<file path="src/rtl/rtc_pkg.sv">
// Shared types and constants for the RTC/XPRAM block: command decode fields,
// serial FSM states, epoch offset and the classic 20-byte PRAM power-on image.
package rtc_pkg;

  localparam logic [31:0] EPOCH_OFFSET_DEF = 32'd2082844800;

  // Command byte fields: z aaaaa tt
  localparam logic [1:0] CMD_TAIL = 2'b01;
  localparam logic [3:0] OP_EXT   = 4'b0111;   // cmd[6:3]
  localparam logic [4:0] OP_TEST  = 5'b01100;  // cmd[6:2]
  localparam logic [4:0] OP_WP    = 5'b01101;  // cmd[6:2]

  typedef enum logic [2:0] {
    CMD   = 3'd0,
`ifdef RTC_XPRAM_EN
    XADDR = 3'd1,
`endif
    WDATA = 3'd2,
    RDATA = 3'd3,
    DONE  = 3'd4
  } ser_state_e;

  typedef enum logic [1:0] {T_SECS, T_TEST, T_WP, T_PRAM} tgt_e;

  localparam logic [0:19][7:0] PRAM_DEF = {
    8'hA8, 8'h00, 8'h00, 8'h22, 8'hCC, 8'h0A, 8'hCC, 8'h0A, 8'h00, 8'h00,
    8'h00, 8'h00, 8'h00, 8'h02, 8'h63, 8'h00, 8'h03, 8'h88, 8'h00, 8'h6C
  };

  typedef logic [255:0][7:0] pram_img_t;

  function automatic pram_img_t pram_default();
    pram_img_t img = '0;
    for (int i = 0; i < 20; i++) img[i] = PRAM_DEF[i];
    return img;
  endfunction

  localparam pram_img_t PRAM_IMG = pram_default();

endpackage

</file>
<file path="src/rtl/rtc_serial.sv">
// Serial front end: single-register ck edge detect, bit counter, input shifter
// and the read-data output register.
module rtc_serial (
  input  logic       clk,
  input  logic       _reset,
  input  logic       _cs,
  input  logic       ck,
  input  logic       dat_i,
  input  logic       shift_out,
  input  logic       load,
  input  logic [7:0] load_byte,
  output logic       byte_done,
  output logic       ck_fall,
  output logic [7:0] rx_byte,
  output logic       dat_o
);

  logic       ck_d;
  logic       rise;
  logic [2:0] bit_cnt;
  logic [6:0] sh;
  logic [7:0] dout;

  assign rise      = ~ck_d & ck & ~_cs;
  assign ck_fall   = ck_d & ~ck & ~_cs;
  assign byte_done = rise & (bit_cnt == 3'd7);
  // Completed byte includes the bit being sampled on this rise.
  assign rx_byte   = {sh, dat_i};

  always_ff @(posedge clk or negedge _reset) begin
    if (!_reset) begin
      ck_d    <= 1'b1;
      bit_cnt <= 3'd0;
      sh      <= 7'd0;
      dout    <= 8'd0;
      dat_o   <= 1'b1;
    end else begin
      ck_d <= ck;
      if (_cs) begin
        bit_cnt <= 3'd0;
        dat_o   <= 1'b1;
      end else begin
        if (rise) begin
          sh      <= {sh[5:0], dat_i};
          bit_cnt <= bit_cnt + 3'd1;
        end
        if (shift_out) dat_o <= dout[3'd7 - bit_cnt];
      end
      if (load) dout <= load_byte;
    end
  end

endmodule

</file>
<file path="src/rtl/rtc_xpram.sv">
// Mac-style RTC: 1 Hz seconds counter, test/write-protect registers and PRAM over
// a 3-wire serial port. Define RTC_XPRAM_EN for 256-byte extended PRAM access.
module rtc_xpram
  import rtc_pkg::*;
#(
  parameter int          CLK_HZ       = 32_000_000,
  parameter int          PRAM_DEPTH   = 256,
  parameter logic [31:0] EPOCH_OFFSET = EPOCH_OFFSET_DEF
) (
  input  logic        clk,
  input  logic        _reset,
  input  logic [32:0] timestamp,
  input  logic        ts_valid,
  input  logic        _cs,
  input  logic        ck,
  input  logic        dat_i,
  output logic        dat_o,
  output logic        tick_1hz
);

`ifdef RTC_XPRAM_EN
  localparam int DEPTH = PRAM_DEPTH;
`else
  localparam int DEPTH = (PRAM_DEPTH < 20) ? PRAM_DEPTH : 20;
`endif
  localparam int AW = $clog2(DEPTH);
  localparam int PW = (CLK_HZ > 2) ? $clog2(CLK_HZ) : 1;

  ser_state_e state, nstate;
  tgt_e       kind, nkind;
  logic [7:0] addr, naddr;
  logic       rd_z, nz;
  logic       load, wr;
  logic [7:0] rd_val;
  logic       byte_done, ck_fall;
  logic [7:0] rx;

  logic [31:0]       secs;
  logic [3:0][7:0]   secs_b, secs_new;
  logic [PW-1:0]     presc;
  logic              wrap;
  logic [7:0]        wp, test;
  logic [DEPTH-1:0][7:0] pram = PRAM_IMG[DEPTH-1:0];
  logic              ts_unused;

  assign ts_unused = timestamp[32];
  assign secs_b    = secs;
  assign wrap      = (presc == PW'(CLK_HZ - 1));

  rtc_serial u_serial (
    .clk       (clk),
    ._reset    (_reset),
    ._cs       (_cs),
    .ck        (ck),
    .dat_i     (dat_i),
    .shift_out (ck_fall && state == RDATA),
    .load      (load),
    .load_byte (rd_val),
    .byte_done (byte_done),
    .ck_fall   (ck_fall),
    .rx_byte   (rx),
    .dat_o     (dat_o)
  );

  always_comb begin
    nstate = state;
    nkind  = kind;
    naddr  = addr;
    nz     = rd_z;
    wr     = 1'b0;
    case (state)
      CMD: if (byte_done) begin
        nz    = rx[7];
        naddr = {6'd0, rx[3:2]};
        if (rx[6:3] == OP_EXT) begin
`ifdef RTC_XPRAM_EN
          naddr  = {rx[2:0], 5'd0};
          nstate = XADDR;
`else
          nstate = DONE;
`endif
        end else if (rx[1:0] != CMD_TAIL) begin
          nstate = DONE;
        end else begin
          if (rx[6]) begin
            nkind = T_PRAM;
            naddr = {4'd0, rx[5:2]};
          end else if (!rx[5]) begin
            nkind = T_SECS;
          end else if (!rx[4]) begin
            nkind = T_PRAM;
            naddr = {6'b000100, rx[3:2]};
          end else if (rx[6:2] == OP_TEST) begin
            nkind = T_TEST;
          end else begin
            nkind = T_WP;
          end
          nstate = rx[7] ? RDATA : WDATA;
        end
      end
`ifdef RTC_XPRAM_EN
      XADDR: if (byte_done) begin
        nkind  = T_PRAM;
        naddr  = {addr[7:5], rx[6:2]};
        nstate = rd_z ? RDATA : WDATA;
      end
`endif
      WDATA: if (byte_done) begin
        wr     = 1'b1;
        nstate = DONE;
      end
      RDATA: if (byte_done) nstate = DONE;
      DONE:  nstate = DONE;
      default: nstate = CMD;
    endcase
    if (_cs) nstate = CMD;
    // The read byte is captured as the last command/address bit lands.
    load = byte_done && (nstate == RDATA);
  end

  always_comb begin
    rd_val = 8'h00;
    case (nkind)
      T_SECS: rd_val = secs_b[naddr[1:0]];
      T_TEST: rd_val = test;
      T_WP:   rd_val = wp;
      T_PRAM: if (32'(naddr) < DEPTH) rd_val = pram[naddr[AW-1:0]];
    endcase
  end

  always_comb begin
    secs_new = secs_b;
    secs_new[addr[1:0]] = rx;
  end

  always_ff @(posedge clk or negedge _reset) begin
    if (!_reset) begin
      state    <= CMD;
      kind     <= T_SECS;
      addr     <= 8'd0;
      rd_z     <= 1'b0;
      presc    <= '0;
      secs     <= 32'd0;
      tick_1hz <= 1'b0;
      wp       <= 8'h00;
      test     <= 8'h00;
    end else begin
      state    <= nstate;
      kind     <= nkind;
      addr     <= naddr;
      rd_z     <= nz;
      tick_1hz <= wrap;
      presc    <= (ts_valid || wrap) ? '0 : presc + 1'b1;
      if (wr && kind == T_WP) wp <= rx;
      if (wr && !wp[7] && kind == T_TEST) test <= rx;
      // Host time load beats a serial write, which beats the 1 Hz increment.
      if (ts_valid)                            secs <= timestamp[31:0] + EPOCH_OFFSET;
      else if (wr && !wp[7] && kind == T_SECS) secs <= secs_new;
      else if (wrap && !test[7])               secs <= secs + 32'd1;
    end
  end

  always_ff @(posedge clk) begin
    if (wr && !wp[7] && kind == T_PRAM && 32'(addr) < DEPTH) pram[addr[AW-1:0]] <= rx;
  end

endmodule

</file>
<file path="config.mk">
export PLATFORM = sky130hd
export DESIGN_NAME = rtc_xpram
export DESIGN_NICKNAME = d
export VERILOG_FILES = /design/src/rtl/rtc_pkg.sv /design/src/rtl/rtc_serial.sv /design/src/rtl/rtc_xpram.sv
export SDC_FILE = /design/constraint.sdc
export NUM_CORES = 1
export LEC_CHECK = 0
export ABC_AREA = 1
export CAP_MARGIN = 20
export CELL_PAD_IN_SITES_DETAIL_PLACEMENT = 1
export CELL_PAD_IN_SITES_GLOBAL_PLACEMENT = 1
export CORE_ASPECT_RATIO = 1.5
export CORE_MARGIN = 2
export CORE_UTILIZATION = 25
export CTS_CLUSTER_SIZE = 28
export DETAILED_ROUTE_END_ITERATION = 10
export GPL_TIMING_DRIVEN = 0
export PLACE_DENSITY_LB_ADDON = 0.25
export REMOVE_ABC_BUFFERS = 1
export SETUP_SLACK_MARGIN = 0.02
export SYNTH_ARGS = -nofsm -noshare
export SYNTH_HDL_FRONTEND = slang
export SYNTH_SLANG_ARGS = --single-unit
</file>
<file path="constraint.sdc">
create_clock -name clk -period 3 [get_ports clk]
set_input_delay 0.45 -clock clk [delete_from_list [all_inputs] [get_ports clk]]
set_output_delay 0.45 -clock clk [all_outputs]
set_load 0.03 [all_outputs]
</file>
-- Word-level counts from Yosys, hierarchy flattened
Cells that the tools add are included.
- flip-flop bits (word level): 267
- logic and storage cells: 138
- input bits: 39
- multiplexer cells: 46
- $lt $le $gt $ge: 9
- equal/unequal tests: 15
- add/subtract/negate cells: 5
- reduce and logical (&&, ||, !) cells: 22
- bitwise operators: 8
- operators with widths (cell ; number):
    $bwmux W160 ; 1
    $mux W32 ; 3
    $mux W8 ; 7
    $bmux W8 S5 ; 1
    $demux W8 S5 ; 1
    $add A32 B1 Y32 const B ; 1
    $add A32 B31 Y32 const B ; 1
    $bwmux W32 ; 1
    $pmux W8 S4 ; 1
    $add A25 B1 Y25 const B ; 1
    $eq A25 B25 Y1 const B ; 1
    $mux W25 ; 1
    $mux W5 ; 5
    $mux W3 ; 7
    $bmux W8 S2 ; 1
    $demux W8 S2 ; 1
    $lt A8 B5 Y1 const B ; 2
    $mux W2 ; 8
    $lt A5 B6 Y1 const B ; 2
    $logic_and A1 B1 Y1 ; 11
    $eq A3 B2 Y1 const B ; 3
    $pmux W3 S3 ; 1
    $eq A2 B2 Y1 const B ; 4
    $eq A3 B3 Y1 const B ; 2
    other kinds (22) ; 38

-- Longest topological paths before layout
- depth after elaboration: 11
- depth in mapped cells: 20
- mapped depth without buffers: 19

-- By module
From an unflattened synthesis, not the netlist that was laid out.
- cells, all modules: 1699
- area total of the unflattened synthesis: 14206.1 um^2
- by module, submodules not included (module ; sequential area each (um^2) ; instances ; area each (um^2) ; cells an instance):
    rtc_xpram ; 6981.7 ; 1 ; 13312.8 ; 1599
    rtc_serial ; 503.0 ; 1 ; 893.4 ; 100

-- Worst setup path before layout
Ideal clock, no wire load.
- kind: reg2reg
- start point: register u_serial.bit_cnt[0]
- end point: register pram[32] in the netlist's numbering (enable)
- path slack: 599 ps
- setup time: 370 ps
- buffers on the path: 0
- data arrival time: 2031 ps
- stages on the path, launching flop included: 11
- cell sequence: dfrtp_1 > ha_1 > ha_1 > inv_1 > nor2_8 > nand2_2 > nor2_1 > nand2_1 > nor3_1 > nand2_1 > nor2_1
- longest elaborated chain between the ends: 7
- RTL lines (what ; RTL line ; RTL):
    start, declared ; rtc_serial.sv:20 ; logic [2:0] bit_cnt;
    start signal, assigned ; rtc_serial.sv:45 ; bit_cnt <= bit_cnt + 3'd1;
    $eq A3 B3 Y1 ; rtc_serial.sv:26 ; assign byte_done = rise & (bit_cnt == 3'd7);
    $and A1 B1 Y1 ; rtc_serial.sv:26 ;
    $mux W1 ; rtc_xpram.sv:108 ; WDATA: if (byte_done) begin
    $mux W1 ; rtc_xpram.sv:71 ; case (state)
    $logic_and A1 B1 Y1 (3 in series) ; rtc_xpram.sv:164 ; if (wr && !wp[7] && kind == T_PRAM && 32'(addr) < DEPTH) pram[addr[AW-1:0]] <= rx;
    end signal, assigned by index ; rtc_xpram.sv:164 ;
    end, declared ; rtc_xpram.sv:43 ; logic [DEPTH-1:0][7:0] pram = PRAM_IMG[DEPTH-1:0];
Every way passes these cells.
A chain may end at the register's enable or synchronous reset.

-- Worst setup path after layout
- start point: register u_serial.bit_cnt[1]
- end point: register pram[45] in the netlist's numbering (enable)
Same word-level chain as after synthesis.

==> flow_summary.ini <==
[worst_setup_path]
cp.required_ns = 3.23
crit_path_end_kind = flop
crit_arrival_ns = 3.07
slowest_stage = dfrtp_2
crit_type = flop to flop
critPathMaxStageDelay_ns = 0.41
cp-startpoint = u_serial.bit_cnt[1]
r2r-end = pram[45]
rr_worst_depth = 11
crit_chain = ha_1 > ha_1 > inv_2 > nor2_8 > buf_4 > nand2_2 > nor2_1 > nand2_1 > nor3_2 > nand2_2 > nor2_4
cp-start-kind = flop
r2r_slack_ns = 0.16
worstPathMaxFanout = 8
r2r_start = u_serial.bit_cnt[1]

[finish]
area_growth_pct = 21.9
final_area_um2 = 16800
layout-drive-gt1-share_pct = 11.9
nets = 1699
antenna_cells = 0
nFillCells = 6307

[detailed_routing]
viasPerCell = 4.81
wl_mm = 48.1
dr.pass1.iters = 5
wl_per_cell_um = 20.3
initialDrtViolationCount = 507
drc = 0
antenna_left = 0
dr_total_vias = 11400

[grt]
globalRouteOverflowTotal = 0
met1_usage_pct = 18.2
track_usage_pct = 16.7
grt_pass1_wl_mm = 72.6
grt_util_met2_pct = 32.4
busiest_layer = met2
antenna_found_initial = 0
grt_pass1_vias = 12200
grt_max_degree = 62
met3_usage_pct = 1.60

[sta]
fin_crit_ns = 2.84
drv_slew = 0
setup_violations = 0
fin_worst_skew_ns = 0.0224
fin_crit_sh_pct = 94.6
setup_tns_ns = 0
fmax_mhz = 352
relSlewSlack_pct = 31.8
final_hold_viol_count = 0
tightest_slew_ns = 1.02
rsz0062_at_grt = true

[place]
gp_congestion = 0.838
placed_cell_area_um2 = 14900
dpl.hpwl_mm = 32.2
portBuffers = 39

[power]
peakVddDrop_uv = 426
power_density_nw_per_um2 = 535
p_leak_uw = 0.00655

[clocking]
clkSinkCount = 267
clock_path_buffers = 3
htreeDepth = 1
clk_latency_ns = 0.58
tritoncts = done
cts_root_buf = clkbuf_16
cts_buffers = 29
clk_pin_slew_worst_paths_ns = 0.07

[outcome]
outcome = finished, final reports clean

[job]
cap_violations = 0

[die]
die_x_um = 195
die_h_um = 291
start_util_pct = 25.2
ios = 41
rows = 105
fp.dieArea_um2 = 56900
placeableCoreArea_um2 = 54500

[synth]
synth-seq-cells = 267
synth_area_um2 = 13700
syn_area_per_cell_um2 = 8.65
netlist_instances = 1589
ys_warn_count = 0
ys_types = 53
ys_seq_area_share_pct = 54.4

[hold_path]
min_path_type = primary input to async pin
## cell type report
| class | instances | area [µm²] | area share, % |
|---|---|---|---|
| Timing Repair Buffer | 88 | 1010 | 6.02 |
| Clock inverter | 19 | 248 | 1.48 |
| Tap cell | 695 | 870 | 5.19 |
| Multi-Input combinational cell | 1135 | 5870 | 35.0 |
| Inverter | 134 | 509 | 3.04 |
| Sequential cell | 267 | 7500 | 44.8 |
| Clock buffer | 35 | 758 | 4.52 |
## cell usage in the layout, fill, tap and decap left out, drive strengths merged, types with 36 or more instances in the layout
cell | Yosys | layout
a21oi | 53 | 53
buf | 37 | 48
clkbuf | 21 | 37
clkdlybuf4s50 | 0 | 36
dfrtp | 105 | 105
edfxtp | 160 | 160
inv | 133 | 136
nand2 | 387 | 390
nand3 | 190 | 191
nor2 | 196 | 196
o21ai | 149 | 150
## cell families after synthesis
family | synth area share, %
fa+ha+maj | 0.455
simple gates | 26.7
buf+inv | 5.79
xor+xnor | 2.23
flops | 54.4
compound gates | 10.4
## Yosys cell counts, drive strengths merged
cell     count  area (µm²)
ha           5        62.6
o311ai       2        17.5
edfxtp     160        4800
nand4       15        93.8
dfstp        2        52.6
o22ai       10        62.6
o21bai       1        7.51
a31oi        7        43.8
xnor2        6        52.6
o21ai      149         768
a31o         1        8.76
nand2      387        1480
dfrtp      105        2630
a22oi        2        15.0
clkbuf      21        81.3
inv        133         499
buf         37         211
or2          1        6.26
nor3        34         193
nand3b       4        42.5
xor2        29         254
and3         3        18.8
a21o         1        7.51
o21a         1        7.51
o32ai        2        17.5
a211oi       3        22.5
nor2       196         797
nor3b        1        7.51
a21oi       53         295
o221ai       6        52.6
o31ai        3        22.5
nand3      190         983
o2111ai      1        8.76
clkinv       1        3.75
o211ai       9        67.6
nor4         8        50.1
## worst max path at each step
stage	end	slack (ns)	depth (start not counted)
detailed placement	u_serial.dout[3]	-1.53	18
global route	pram[45]	-0.02	11
floorplan	u_serial.dout[5]	-0.31	18
finish	pram[45]	0.16	11
global placement	secs[6]	-3.31	1
CTS	pram[140]	-0.24	10
## power by group
group | switching, µW | leakage [µW] | internal [µW]
sequential | 250 | 0.00284 | 4100
combinational | 505 | 0.00322 | 265
clock | 1590 | 0.000487 | 2250
## metal layers
metal	part of all wire, %	vias up
li1	-	5532
met1	39	5661
met2	55	146
met3	2.4	72
met4	3.7	0
met5	0	-
## stage by stage
step	power (µW)	utilization (%)	hold WS (ns)	std cells	setup slack, ns
6_report	8960	30.7	0.407	2373	0.163
5_1_grt	9310	30.7	0.438	2373	-0.0173
4_1_cts	9050	30.1	0.419	2349	-0.238
3_5_place_dp	5150	27.4	0.437	2273	-1.53
3_3_place_gp	5100	27.0	0.448	2265	-3.31
2_1_floorplan	4690	-	0.154	1531	-0.314
## timing repair
action	in CTS	in global routing
buffers inserted	17	20
cloned	4	4
pin swaps	8	8
hold buffers	1	0
resized for setup	66	27
setup endpoints to repair	215	198
endpoints found under the hold margin	46	0
## registers in the layout, indices dropped and copies added (netlist names), 7 cells and up
signal	flops
wp	8
addr	8
pram	160
secs	32
u_serial.dout	8
test	8
u_serial.sh	7
presc	25
## critical path: cells and delay by family, from the launching register on
| family | cells | cell delay [ns] |
|---|---|---|
| flops | 1 | 0.41 |
| simple gates | 7 | 1.56 |
| buf+inv | 2 | 0.22 |
| fa+ha+maj | 2 | 0.32 |
Note: power is estimated with default switching activity, not from simulation.
